--- config.mk ---
export PLATFORM = sky130hd
export DESIGN_NAME = mem_bus_arbiter
export DESIGN_NICKNAME = d
export VERILOG_FILES = /design/src/rtl/mem_arb_pkg.sv /design/src/rtl/mem_bus_arbiter.sv
export SDC_FILE = /design/constraint.sdc
export NUM_CORES = 1
export LEC_CHECK = 0
export BUFFER_PORTS_ARGS = -buffer_cell sky130_fd_sc_hd__buf_4
export CAP_MARGIN = 20
export CORE_AREA = 2 2 211 213
export CTS_CLUSTER_DIAMETER = 100
export DETAILED_ROUTE_END_ITERATION = 10
export DIE_AREA = 0 0 213 215
export HOLD_SLACK_MARGIN = 0.1
export REMOVE_ABC_BUFFERS = 1
export SLEW_MARGIN = 30
export SYNTH_ARGS = -nofsm -noshare
export SYNTH_HDL_FRONTEND = slang
export SYNTH_SLANG_ARGS = --single-unit
export TNS_END_PERCENT = 10
--- constraint.sdc ---
create_clock -name clock -period 2.1 [get_ports clock]
set_clock_uncertainty 0.15 [all_clocks]
set_input_delay 0.42 -clock clock [delete_from_list [all_inputs] [get_ports clock]]
set_output_delay 0.42 -clock clock [all_outputs]
set_load 0.03 [all_outputs]
--- src/rtl/mem_arb_pkg.sv ---
// Shared types and default widths for the instruction/data memory bus arbiter.
package mem_arb_pkg;

  localparam int DEF_ADDR_W = 64;
  localparam int DEF_DATA_W = 64;

  typedef enum logic [1:0] {
    IDLE  = 2'd0,
    ISSUE = 2'd1,
    WAIT  = 2'd2
  } state_t;

  typedef enum logic {
    OWN_INST = 1'b0,
    OWN_DATA = 1'b1
  } owner_t;

endpackage

--- src/rtl/mem_bus_arbiter.sv ---
// Two-master arbiter (instruction fetch, data) onto a single memory port with
// one outstanding transaction, round-robin tie break and fetch-abort support.
module mem_bus_arbiter
  import mem_arb_pkg::*;
#(
  parameter int ADDR_W = DEF_ADDR_W,
  parameter int DATA_W = DEF_DATA_W
) (
  input  logic                clock,
  input  logic                reset,
  input  logic                ib_req,
  input  logic [ADDR_W-1:0]   ib_addr,
  output logic                ib_ready,
  input  logic                ib_abort,
  output logic                ib_rvalid,
  output logic [DATA_W-1:0]   ib_rdata,
  input  logic                db_req,
  input  logic                db_we,
  input  logic [ADDR_W-1:0]   db_addr,
  input  logic [DATA_W-1:0]   db_wdata,
  input  logic [DATA_W/8-1:0] db_wstrb,
  output logic                db_ready,
  output logic                db_rvalid,
  output logic [DATA_W-1:0]   db_rdata,
  output logic                m_req,
  output logic                m_we,
  output logic [ADDR_W-1:0]   m_addr,
  output logic [DATA_W-1:0]   m_wdata,
  output logic [DATA_W/8-1:0] m_wstrb,
  input  logic                m_ready,
  input  logic                m_rvalid,
  input  logic [DATA_W-1:0]   m_rdata
);

  localparam int STRB_W = DATA_W / 8;

  state_t              state_reg;
  owner_t              owner_reg;
  owner_t              last_grant_reg;
  logic                drop_reg;
  logic                m_req_reg;
  logic                m_we_reg;
  logic [ADDR_W-1:0]   m_addr_reg;
  logic [DATA_W-1:0]   m_wdata_reg;
  logic [STRB_W-1:0]   m_wstrb_reg;
  logic                ib_rvalid_reg;
  logic                db_rvalid_reg;
  logic [DATA_W-1:0]   rdata_reg;

  logic grant_inst;
  logic grant_data;
  logic inst_pending;
  logic drop_now;

  // Acceptance must pulse in the same cycle the request is seen idle, so the
  // grant decode is combinational; everything else is registered.
  always_comb begin
    grant_inst = 1'b0;
    grant_data = 1'b0;
    if (!reset && state_reg == IDLE) begin
      if (ib_req && db_req) begin
        grant_data = (last_grant_reg == OWN_INST);
        grant_inst = (last_grant_reg == OWN_DATA);
      end else begin
        grant_inst = ib_req;
        grant_data = db_req;
      end
    end
  end

  assign inst_pending = (state_reg != IDLE) && (owner_reg == OWN_INST);
  assign drop_now     = drop_reg || (ib_abort && inst_pending);

  always_ff @(posedge clock) begin
    if (reset) begin
      state_reg      <= IDLE;
      owner_reg      <= OWN_INST;
      last_grant_reg <= OWN_INST;
      drop_reg       <= 1'b0;
      m_req_reg      <= 1'b0;
      m_we_reg       <= 1'b0;
      m_addr_reg     <= '0;
      m_wdata_reg    <= '0;
      m_wstrb_reg    <= '0;
      ib_rvalid_reg  <= 1'b0;
      db_rvalid_reg  <= 1'b0;
      rdata_reg      <= '0;
    end else begin
      ib_rvalid_reg <= 1'b0;
      db_rvalid_reg <= 1'b0;
      case (state_reg)
        IDLE: begin
          if (grant_inst || grant_data) begin
            owner_reg      <= grant_inst ? OWN_INST : OWN_DATA;
            last_grant_reg <= grant_inst ? OWN_INST : OWN_DATA;
            m_addr_reg     <= grant_inst ? ib_addr : db_addr;
            m_we_reg       <= grant_data && db_we;
            m_wdata_reg    <= grant_inst ? '0 : db_wdata;
            m_wstrb_reg    <= grant_inst ? '0 : db_wstrb;
            m_req_reg      <= 1'b1;
            drop_reg       <= grant_inst && ib_abort;
            state_reg      <= ISSUE;
          end
        end
        ISSUE: begin
          drop_reg <= drop_now;
          if (m_ready) begin
            m_req_reg <= 1'b0;
            state_reg <= WAIT;
          end
        end
        WAIT: begin
          drop_reg <= drop_now;
          if (m_rvalid) begin
            // An abort arriving alongside the response still suppresses it.
            rdata_reg     <= m_rdata;
            ib_rvalid_reg <= (owner_reg == OWN_INST) && !drop_now;
            db_rvalid_reg <= (owner_reg == OWN_DATA);
            drop_reg      <= 1'b0;
            state_reg     <= IDLE;
          end
        end
        default: state_reg <= IDLE;
      endcase
    end
  end

  assign ib_ready  = grant_inst;
  assign db_ready  = grant_data;
  assign ib_rvalid = ib_rvalid_reg;
  assign db_rvalid = db_rvalid_reg;
  assign ib_rdata  = rdata_reg;
  assign db_rdata  = rdata_reg;
  assign m_req     = m_req_reg;
  assign m_we      = m_we_reg;
  assign m_addr    = m_addr_reg;
  assign m_wdata   = m_wdata_reg;
  assign m_wstrb   = m_wstrb_reg;

endmodule
==> results of run 1 <==
area by class of cell:
class | count | area (sq um) | area share
antenna | 2 | 5.00 | 0.000309
clock buffer | 38 | 774 | 0.0478
clock inverter | 7 | 68.8 | 0.00425
inverter | 4 | 15.0 | 0.000926
multi-input combinational | 711 | 4220 | 0.260
sequential | 208 | 4170 | 0.257
tap | 592 | 741 | 0.0457
timing repair buffer | 744 | 6220 | 0.384
worst max path at each step:
stage | from | to | cells after the start
final | state_reg[1]$_SDFFE_PP0P_ | db_ready | 6
after global routing | state_reg[0]$_SDFFE_PP0P_ | db_ready | 6
after CTS | state_reg[1]$_SDFFE_PP0P_ | ib_ready | 6
after detailed placement | reset | m_addr[41]$_SDFFE_PP0P_ | 6
after global placement | reset | m_addr[24]$_SDFFE_PP0P_ | 6
after floorplan | db_req | ib_ready | 3
logic make-up after synthesis:
group,after synthesis,synth area share
flip-flops,208,0.449
buffers and inverters,187,0.113
AO/OA/AOI/OAI,349,0.252
adder cells (fa/ha/maj),5,0.00674
multiplexers,1,0.00108
AND/OR/NAND/NOR,356,0.179
power by group:
| group | switching [mW] | internal, mW |
|---|---|---|
| Combinational | 2.02 | 1.61 |
| Clock | 1.76 | 2.65 |
| Sequential | 0.204 | 4.25 |
| Total | 3.99 | 8.52 |
through the flow:
stage	instances	total power [mW]
final	2306	12.5
after global routing	2306	13.0
after CTS	2299	12.6
after detailed placement	2111	7.83
after global placement	2111	7.79
after floorplan	923	6.13
layer usage:
metal | wire, um | vias to the layer above
li1 | - | 5064
met3 | 3020 | 95
met4 | 1430 | 0
met1 | 15400 | 5098
met2 | 20400 | 485
met5 | 0 | -
cell usage after synthesis (2+ instances only):
| cell type | count |
|---|---|
| o21ai_0 | 73 |
| ha_1 | 5 |
| nand2b_1 | 2 |
| inv_1 | 4 |
| or2_1 | 2 |
| buf_1 | 11 |
| nor2_1 | 2 |
| buf_2 | 29 |
| a311oi_1 | 2 |
| a21oi_1 | 205 |
| a2111oi_1 | 15 |
| nor3b_1 | 2 |
| nor3_1 | 129 |
| nor2b_1 | 3 |
| nand3_1 | 73 |
| a2111oi_2 | 49 |
| clkbuf_1 | 68 |
| buf_6 | 7 |
| and3_1 | 2 |
| dfxtp_1 | 208 |
| a211oi_1 | 2 |
| buf_4 | 68 |
| nand2_1 | 132 |
cells in the final DEF, fill, tap and decap left out, drive strengths merged:
master,instances
o21ai,73
and3b,1
ha,5
and3,2
a211oi,2
buf,602
diode,2
or2,2
nand2,132
nor2b,3
clkinv,3
mux2i,1
nand3b,1
nand3,73
nor2,2
nor3,129
or4,1
bufinv,1
a21oi,205
dfxtp,208
a2111oi,64
dlygate4sd3,141
nor3b,2
o32ai,1
o221ai,1
nand2b,3
or4b,1
clkbuf,39
inv,5
or3b,1
nor4b,1
o21bai,1
and2,1
and2b,1
clkinvlp,2
a311oi,2
repair_timing:
item                                   CTS  global route
pin swaps                                2             1
endpoints found under the hold margin  141             1
setup endpoints to repair                2            63
hold buffers                           140             1
buffers inserted                         4             4
gates resized for setup                 21             7
critical path, delay by kind of cell, from the launching register on:
kind / cells / cell delay, ns
adders and majority gates: 1 / 0.17
DFF: 1 / 0.34
buffers and inverters: 3 / 0.31
and+or+nand+nor: 2 / 0.38
==> impl_metrics.csv, run 1 <==
group,metric,value,unit
sta,tightest_slew,0.702,ns
logic_synthesis,synth_edf_count,0,
clocking,cts_buffer_depth,3,
placement,gp_congestion,0.844,
critical_path,cp-start-kind,"flip-flop",
floorplan,die_h,215,um
critical_path,crit_fanout,8,
sta,slew_headroom,0.532,
logic_synthesis,yosys.area.top_type_share,0.449,
sta,report.final.hold_viol_count,0,
sta,whs,0.132,ns
floorplan,die_x,213,um
logic_synthesis,synth_flop_cell,"dfxtp_1",
global_routing,antenna_found_initial,2,
hold_path,min_to,"drop_reg$_SDFFE_PP0P_",
critical_path,crit_path_max_incr_delay,0.34,ns
cells_and_area,fin_area,16200,sq um
critical_path,cp_slowest_cell,"dfxtp_2",
cells_and_area,nFillCells,4380,
global_routing,grtUsageMet1,0.185,
cells_and_area,drive_gt1_frac,0.421,
logic_synthesis,synth_area_leaders,"dfxtp_1, a21oi_1, a2111oi_2",
global_routing,first_global_vias,10732,
sta,rsz0062_at_grt,"true",
global_routing,grt.met3_usage,0.0338,
sta,fin_crit,2.31,ns
hold_path,min-delay-start,"ib_abort",
placement,postPlaceCellArea,13800,sq um
global_routing,grt_util_met2,0.299,
cells_and_area,nNetsFinal,1971,
detailed_routing,drc_errors,0,
outcome,status,"finished, violations left",
logic_synthesis,syn_area_per_cell,8.39,sq um
logic_synthesis,async_flop_share,0,
sta,setup_viol,2,
pwr,ir_drop,431,uV
flow_run,drv_cap,0,
critical_path,path_cells,"inv_2 -> ha_4 -> buf_8 -> and2b_2 -> and3_4 -> buf_6",
critical_path,critPathKind,"flip-flop to output pin",
sta,clock.fmax,432,MHz
hold_path,hp-class,"input port to flip-flop",
floorplan,num_io_pins,542,
outcome,violations,"negative setup slack",
clocking,htree_num_levels,1,
critical_path,r2r-start,"state_reg[1]$_SDFFE_PP0P_",
clocking,cts_tree,"yes",
logic_synthesis,syn_inst,1106,
sta,finalSetupTns,-0.374,ns
sta,maxSlewViolCount,0,
global_routing,overflow,0,
placement,port_buffers,541,
clocking,cts_sinks,208,
detailed_routing,wl,40.2,mm
critical_path,r2r_end,"m_addr[8]$_SDFFE_PP0P_",
detailed_routing,via_count,10742,
critical_path,crit_arrival,1.74,ns
pwr,p_leak,6.64,nW
logic_synthesis,syn-cell-area,9280,sq um
logic_synthesis,yosysTopAreaCell,"dfxtp_1",
floorplan,core.rowCount,77,
clocking,cts_root_buf,"clkbuf_16",
critical_path,ff2ff_path_depth,8,
sta,period_share,1.10,
detailed_routing,vias_per_cell,4.66,
detailed_routing,ant_nets,0,
floorplan,initial_core_util,0.213,
global_routing,grt_max_degree,123,
critical_path,reg2reg_slack,0.06,ns
global_routing,grtUsageTotal,0.164,
placement,pre_cts_ws,0.0450,ns
global_routing,grt_pass1_wl,59.6,mm
logic_synthesis,yosysUniqueCellTypes,36,
pwr,power.density,771,nW/um^2
critical_path,required,1.53,ns
floorplan,coreArea,43600,sq um
detailed_routing,drt_iter0_markers,936,
logic_synthesis,ys_ff_latch,208,
cells_and_area,syn2layout_area_growth,74.7,%
sta,setup_ws,-0.213,ns
detailed_routing,wl_per_cell,17.4,um
critical_path,end_kind,"output pin",
detailed_routing,firstDrtPassIters,5,
cells_and_area,final_core_util,0.371,
clocking,path_clk_slew,0.06,ns
clocking,numCtsBuffers,25,
hold_path,whs_path_depth,3,
clocking,clk-insertion-delay-late,0.54,ns
logic_synthesis,yosys_warnings,0,
logic_synthesis,ys_seq_area_frac,0.449,
global_routing,top_usage_layer,"met2",
floorplan,fp.dieArea,45800,sq um
placement,hpwlAfterDp,27.3,mm
Power figures use the tool's default switching activity.
==> run 2, diff against run 1 <==
- GPL_ROUTABILITY_DRIVEN: not set -> 0
- clock period: 2.1 -> 2.55 ns (I/O delays scaled with it)
==> impl_metrics.csv, run 2 (synthesized netlist as in run 1, its figures left out) <==
group,metric,value,unit
floorplan,core.rowCount,77,
clocking,cts_sinks,208,
detailed_routing,ant_nets,0,
detailed_routing,firstDrtPassIters,5,
outcome,status,"complete, no violations",
placement,port_buffers,541,
pwr,pwr-share-seq,0.366,
cells_and_area,fin_area,15700,sq um
global_routing,grtUsageTotal,0.161,
sta,fin_crit,2.47,ns
detailed_routing,vias_per_cell,4.67,
hold_path,whs_path_depth,3,
cells_and_area,multi_input_area,4110,sq um
pwr,power.density,640,nW/um^2
cells_and_area,nNetsFinal,1932,
detailed_routing,wl_per_cell,17.5,um
detailed_routing,drc_errors,0,
clocking,htree_num_levels,1,
floorplan,initial_core_util,0.213,
sta,report.final.hold_viol_count,0,
sta,clock.fmax,404,MHz
cells_and_area,final_core_util,0.359,
global_routing,overflow,0,
flow_run,drv_cap,0,
placement,postPlaceCellArea,13400,sq um
detailed_routing,drt_iter0_markers,873,
global_routing,first_global_vias,10577,
clocking,cts_root_buf,"clkbuf_16",
pwr,internal_power,6.82,mW
clocking,path_clk_slew,0.06,ns
critical_path,critPathKind,"flip-flop to output pin",
sta,maxSlewViolCount,0,
sta,slew_headroom,0.475,
pwr,p_sw_frac,0.320,
cells_and_area,ff_latch_area,4170,sq um
floorplan,fp.dieArea,45800,sq um
pwr,clockPowerShare,0.356,
clocking,clk-insertion-delay-late,0.54,ns
floorplan,coreArea,43600,sq um
sta,setup_ws,0.0778,ns
clocking,numCtsBuffers,25,
critical_path,ff2ff_path_depth,9,
floorplan,die_x,213,um
clocking,cts_buffer_depth,3,
sta,setup_viol,0,
critical_path,cp-start-kind,"flip-flop",
pwr,p_sw,3.20,mW
cells_and_area,syn2layout_area_growth,68.8,%
pwr,pwr-share-comb,0.278,
floorplan,num_io_pins,542,
cells_and_area,drive_gt1_frac,0.401,
critical_path,required,1.89,ns
cells_and_area,layout_common_cells,"buf_4, dfxtp_1, a21oi_1",
floorplan,die_h,215,um
critical_path,crit_fanout,4,
global_routing,antenna_found_initial,3,
global_routing,grt_max_degree,123,
sta,rsz0062_at_grt,"false",
pwr,ir_drop,366,uV
detailed_routing,wl,39.6,mm
hold_path,hp-class,"input port to flip-flop",
sta,period_share,0.969,
cells_and_area,final_common_cell,"buf_4",
cells_and_area,nFillCells,4471,
critical_path,crit_arrival,1.81,ns
clocking,cts_tree,"yes",
sta,tightest_slew,0.788,ns
detailed_routing,via_count,10583,
placement,hpwlAfterDp,26.2,mm
critical_path,end_kind,"output pin",
pwr,p_leak,6.39,nW
placement,pre_cts_ws,0.153,ns
global_routing,grt_pass1_wl,58.7,mm
-- run 2: cell count changes in the layout (fill, tap and decap cells not counted), moves of 4 or more --
| cell | before | now |
|---|---|---|
| a2111oi_1 | 6 | 15 |
| a2111oi_2 | 53 | 49 |
| a2111oi_4 | 5 | 0 |
| buf_12 | 20 | 13 |
| buf_4 | 577 | 553 |
| clkbuf_1 | 3 | 8 |
| dlygate4sd3_1 | 141 | 137 |
-- run 2: final timing paths --
kind	startpoint	end	slack (ns)
hold reg to reg	m_wdata[17]$_SDFFE_PP0P_	m_wdata[17]$_SDFFE_PP0P_	0.32
setup reg to reg	state_reg[1]$_SDFFE_PP0P_	m_addr[7]$_SDFFE_PP0P_	0.32
setup / recovery	state_reg[1]$_SDFFE_PP0P_	ib_ready	0.08
hold / removal	db_wstrb[3]	m_wstrb[3]$_SDFFE_PP0P_	0.13
-- run 2: metal layers --
layer | vias to the layer above | wire length (um) | track usage
met5 | - | 0 | 0
met4 | 0 | 1660 | 0.0751
met3 | 84 | 2870 | 0.0323
met2 | 489 | 19900 | 0.289
met1 | 5017 | 15200 | 0.181
li1 | 4993 | - | -
-- run 2: layout make-up --
class	instances	area share
Antenna cell	3	0.000479
Tap cell	592	0.0473
Multi-Input combinational cell	711	0.262
Sequential cell	208	0.266
Clock inverter	3	0.00303
Clock buffer	41	0.0489
Timing Repair Buffer	705	0.371
Inverter	4	0.00112
-- run 2: what timing repair did --
item / CTS / global route
endpoints found under the setup margin: 2 / 2
setup buffers: 2 / 2
gates resized for setup: 8 / 2
pin swaps: 1 / 0
hold buffers: 137 / 0
endpoints found under the hold margin: 138 / 0
-- run 2: critical path: stages, from the launching register on --
cell	delay (ns)
dfxtp_2	0.34
inv_2	0.10
ha_4	0.15
nand3b_1	0.07
buf_4	0.15
or2_4	0.27
inv_4	0.07
buf_6	0.12
-- run 2: power by group through the flow --
stage	Sequential (mW)	Clock [mW]	Combinational [mW]
6_report	3.67	3.57	2.78
5_1_grt	3.69	3.80	2.96
4_1_cts	3.67	3.70	2.78
3_5_place_dp	3.73	0	2.58
3_3_place_gp	3.73	0	2.56
2_1_floorplan	4.22	0	0.831
-- run 2: metrics by stage --
step                hold WS [ns]  TNS [ns]  total power [mW]  std cells
finish                     0.135         0              10.0       2267
global route               0.102         0              10.5       2267
CTS                        0.102         0              10.1       2262
detailed placement         0.317         0              6.32       2079
global placement           0.312         0              6.29       2079
floorplan                  0.331   -347.98              5.05        923
